===== src/rtl/nco_phase_gen.sv =====
// ============================================================================
// nco_phase_gen : sample-rate NCO phase accumulator with boundary-buffered FCW
// Revision      : 1.0
// ============================================================================
`default_nettype none

module nco_phase_gen #(
  parameter int CLK_DIV     = 2500,
  parameter int ACC_WIDTH   = 24,
  parameter int PHASE_WIDTH = 12
) (
  input  logic                   clk,
  input  logic                   rst,
  input  logic                   enable,
  input  logic                   fcw_valid,
  input  logic [ACC_WIDTH-1:0]   fcw_data,
  output logic                   fcw_ready,
  input  logic                   phase_rst,
  output logic [PHASE_WIDTH-1:0] phase,
  output logic                   out_valid,
  output logic                   wrap
);

  localparam logic [15:0] CNT_LAST = 16'(CLK_DIV - 1);

  logic [15:0]          cnt;
  logic [ACC_WIDTH-1:0] acc;
  logic [ACC_WIDTH-1:0] fcw_act;
  logic [ACC_WIDTH-1:0] fcw_sh;
  logic                 pending;
  logic                 rst_pend;

  logic                 tick;
  logic                 accept;
  logic [ACC_WIDTH-1:0] eff;
  logic [ACC_WIDTH:0]   sum;

  assign tick      = enable && (cnt == CNT_LAST);
  assign accept    = fcw_valid && !pending;
  assign fcw_ready = !pending;
  assign eff       = pending ? fcw_sh : fcw_act;
  assign sum       = {1'b0, acc} + {1'b0, eff};

  always_ff @(posedge clk) begin
    if (rst) begin
      cnt       <= '0;
      acc       <= '0;
      fcw_act   <= '0;
      fcw_sh    <= '0;
      pending   <= 1'b0;
      rst_pend  <= 1'b0;
      phase     <= '0;
      out_valid <= 1'b0;
      wrap      <= 1'b0;
    end else begin
      if (enable) begin
        cnt <= tick ? 16'd0 : cnt + 16'd1;
      end

      if (tick) begin
        if (pending) begin
          fcw_act <= fcw_sh;
          pending <= 1'b0;
        end
        if (rst_pend || phase_rst) begin
          acc      <= '0;
          phase    <= '0;
          wrap     <= 1'b0;
          rst_pend <= 1'b0;
        end else begin
          acc   <= sum[ACC_WIDTH-1:0];
          phase <= sum[ACC_WIDTH-1 -: PHASE_WIDTH];
          wrap  <= sum[ACC_WIDTH];
        end
        out_valid <= 1'b1;
      end else begin
        out_valid <= 1'b0;
        wrap      <= 1'b0;
        if (phase_rst) begin
          rst_pend <= 1'b1;
        end
      end

      // accept implies !pending, so this never collides with the tick-time clear
      if (accept) begin
        fcw_sh  <= fcw_data;
        pending <= 1'b1;
      end
    end
  end

endmodule

`default_nettype wire


===== config.mk =====
export PLATFORM = sky130hd
export DESIGN_NAME = nco_phase_gen
export DESIGN_NICKNAME = d
export VERILOG_FILES = /design/src/rtl/nco_phase_gen.sv
export SDC_FILE = /design/constraint.sdc
export NUM_CORES = 1
export LEC_CHECK = 0
export BUFFER_PORTS_ARGS = -buffer_cell sky130_fd_sc_hd__buf_2
export CAP_MARGIN = 20
export CORE_AREA = 2 2 92 94
export DETAILED_ROUTE_END_ITERATION = 10
export DIE_AREA = 0 0 94 96
export PLACE_DENSITY_LB_ADDON = 0.3
export SLEW_MARGIN = 10
export SYNTH_ARGS = -nofsm -noshare
export SYNTH_HDL_FRONTEND = slang
export SYNTH_SLANG_ARGS = --single-unit

===== constraint.sdc =====
create_clock -name clk -period 8.3 [get_ports clk]
set_input_delay 1.66 -clock clk [delete_from_list [all_inputs] [get_ports clk]]
set_output_delay 1.66 -clock clk [all_outputs]
set_load 0.005 [all_outputs]

==> results_dict.tcl <==
set metrics [dict create \
    final_common_cell "nand2_1" \
    setup-tns-final_ps 0 \
    slew_headroom_pct 31.6 \
    dpl.cell_count 734 \
    leakagePower_nw 2.15 \
    total_power_w 0.000810 \
    ctsResizeCount 0 \
    drcViolationCount 0 \
    drive_above_1_share_pct 15.3 \
    postSynthAreaPerCell_um2 8.07 \
    arrival_ps 3780 \
    grt.met1_usage_pct 35.2 \
    synth_cell_types 66 \
    synth.area.top_cells "dfxtp_1, nand2_1, a21oi_1, ha_1, mux2_2" \
    die_x_um 94 \
    crit_family "simple AND/OR/NAND/NOR gates" \
    vias 4336 \
    p_int_w 0.000611 \
    portBuffers 43 \
    wire_per_inst_um 14.5 \
    fp.dieH_um 96 \
    worst_pin_slew_ps 1030 \
    min_from "fcw_act[2]" \
    ir_worst_vdd_mv 0.0912 \
    postCtsSetupRepairBufs 0 \
    syn_nets 685 \
    drt_pass1_iterations 5 \
    holdPathEnd "fcw_act[2]" \
    endpoint_kind "register" \
    seq_area_frac_synth_pct 36.2 \
    hold_buffers 0 \
    pwr_density_cell_nw_per_um2 151 \
    synth_top_area_cell "dfxtp_1" \
    core-area_um2 8050 \
    netlist.area_leader.share_pct 36.2 \
    slowest_stage "nand3_1" \
    async_flop_share_pct 0 \
    hold_path.class "reg2reg" \
    routed_wl_um 10900 \
    antenna_left 0 \
    grt.met3_usage_pct 3.45 \
    synth_edf_count 0 \
    max_stage_delay_ps 720 \
    syn_to_final_growth_pct 5.78 \
    gp_congestion 0.884 \
    seq_power_share_pct 56.1 \
    r2r_end "phase[10]" \
    clkTransAtPathRegs_ps 90 \
    period_minus_slack_ps 3500 \
    cts-root-buf "clkbuf_8" \
    antenna_cells 0 \
    cts_tree "done" \
    worst_slack_ps 4800 \
    cts_sinks 92 \
    fin_crit_sh_pct 42.1 \
    slew_violations 0 \
    rrSetupSlack_ps 5120 \
    rsz0062_at_grt "no" \
    grtUsageMet2_pct 40.2 \
    layout_common_cells "nand2_1, dfxtp_1, a21oi_1" \
    rr_startpoint "pending" \
    power.net_switching_w 0.000199 \
    dp_hpwl_um 7760 \
    critPathMaxFanout 55 \
    cap_viol_max_count 0 \
    overflow 0 \
    status "complete, no violations" \
    ys_ff_latch 92 \
    path_depth 6 \
    synth_cells 630 \
    avgViaCountPerCell 5.78 \
    crit_chain "buf_2, nor3_2, nand3_1, nor3b_1, o21ai_0, o211ai_1" \
    fp.dieArea_um2 9020 \
    grt-busiest-layer "met2" \
    fin_nets 695 \
    setup_viol 0 \
    pre_cts_ws_ps 4390 \
    fin_worst_skew_ps 16.7 \
    syn_area_um2 5080 \
    antenna_found_initial 0 \
    combPwrFrac_pct 6.8 \
    cts_buffers 9 \
    ff2ff_path_depth 11 \
    drt_iter0_drc 192 \
    htree_levels 3 \
    fmax_mhz 286 \
    path_buf_inv 1 \
    power.clock.fraction_pct 37.1 \
    grt_pass1_wl_um 18300 \
    whs_path_depth 2 \
    grt_max_degree 56 \
    p_sw_share_pct 24.6 \
    track_usage_pct 25.2 \
    grt_pass1_vias 3990 \
    cts_buffer_depth 2 \
    crit_type "in2reg" \
    final_cells 750 \
    clk_latency_ps 370 \
    core.rowCount 33 \
    hold_viol 0 \
    synth-main-ff-cell "dfxtp_1" \
    required_ps 8590 \
    critPathLaunchType "input port" \
    pin_count 44 \
    yosys_warnings 0 \
    start_util_pct 63.2 \
]
==> power by group through the flow <==
| stage | combinational [W] | sequential [W] | clock [W] |
|---|---|---|---|
| 6_report | 0.0000551 | 0.000455 | 0.000300 |
| 5_1_grt | 0.0000612 | 0.000456 | 0.000323 |
| 4_1_cts | 0.0000550 | 0.000454 | 0.000304 |
| 3_5_place_dp | 0.0000549 | 0.000465 | 0 |
| 3_3_place_gp | 0.0000530 | 0.000465 | 0 |
| 2_1_floorplan | 0.0000407 | 0.000463 | 0 |
==> final cells by class <==
class | instances | area (µm²)
Fill cell | 685 | 2670
Sequential cell | 92 | 1840
Inverter | 9 | 33.8
Multi-Input combinational cell | 483 | 2950
Clock inverter | 6 | 63.8
Tap cell | 105 | 131
Clock buffer | 10 | 128
Timing Repair Buffer | 45 | 230
==> cells by family (layout without fill, tap and decap cells) <==
logic type,Yosys count,after routing,share of synthesized area [%]
XOR/XNOR,24,24,4.13
multiplexers,29,29,6.30
adder cells (fa/ha/maj),26,26,6.55
AO/OA/AOI/OAI,160,160,19.4
AND/OR/NAND/NOR,244,244,21.7
buffers and inverters,55,70,5.76
flip-flops,92,92,36.2
==> synth_stat cells (6+ instances only) <==
cell type	instances
dfxtp_1	92
and3_1	9
mux2_2	24
a21oi_1	85
buf_4	14
nor3_1	10
inv_1	9
xnor2_1	8
o21ai_1	14
o21ai_0	11
ha_1	25
o211ai_1	6
nand3_1	6
nor2_1	36
nand4_1	11
o21a_1	8
clkbuf_1	24
nand2_1	142
xor2_1	16
==> registers in the layout, indices dropped and copies added, names as in the netlist <==
register,count
rst_pend,1
acc,12
fcw_sh,24
cnt,16
fcw_act,24
wrap,1
phase,12
pending,1
out_valid,1
==> metal layers <==
layer  up-vias  wire [µm]
met5         -          0
li1       2211          -
met3        14        468
met2        97       4890
met4         0        172
met1      2014       5370
==> worst max-delay path by stage <==
stage            start         to  slack, ps
2_1_floorplan  pending  phase[11]       5170
3_3_place_gp       rst   phase[6]       4470
3_5_place_dp       rst   phase[6]       4390
4_1_cts            rst   phase[6]       4770
5_1_grt         enable     acc[1]       4600
6_report           rst   phase[6]       4800
==> per-stage QoR <==
| stage | cell area [µm²] | utilization, % | hold WS, ps |
|---|---|---|---|
| global route | 5380 | 66.8 | 477 |
| finish | 5380 | 66.8 | 454 |
| floorplan | 5080 | - | 429 |
| CTS | 5380 | 66.8 | 457 |
| global placement | 5190 | 64.4 | 435 |
| detailed placement | 5190 | 64.4 | 445 |
==> worst reg2reg max path: stages (launching register included) <==
cell	delay, ps
dfxtp_1	310
buf_4	320
mux2_2	260
ha_1	190
inv_1	60
fa_1	400
nand2b_1	180
a21oi_1	360
o21ai_1	250
a311oi_1	450
o21a_1	200
o31ai_1	60
Power figures use the tool's default switching activity.
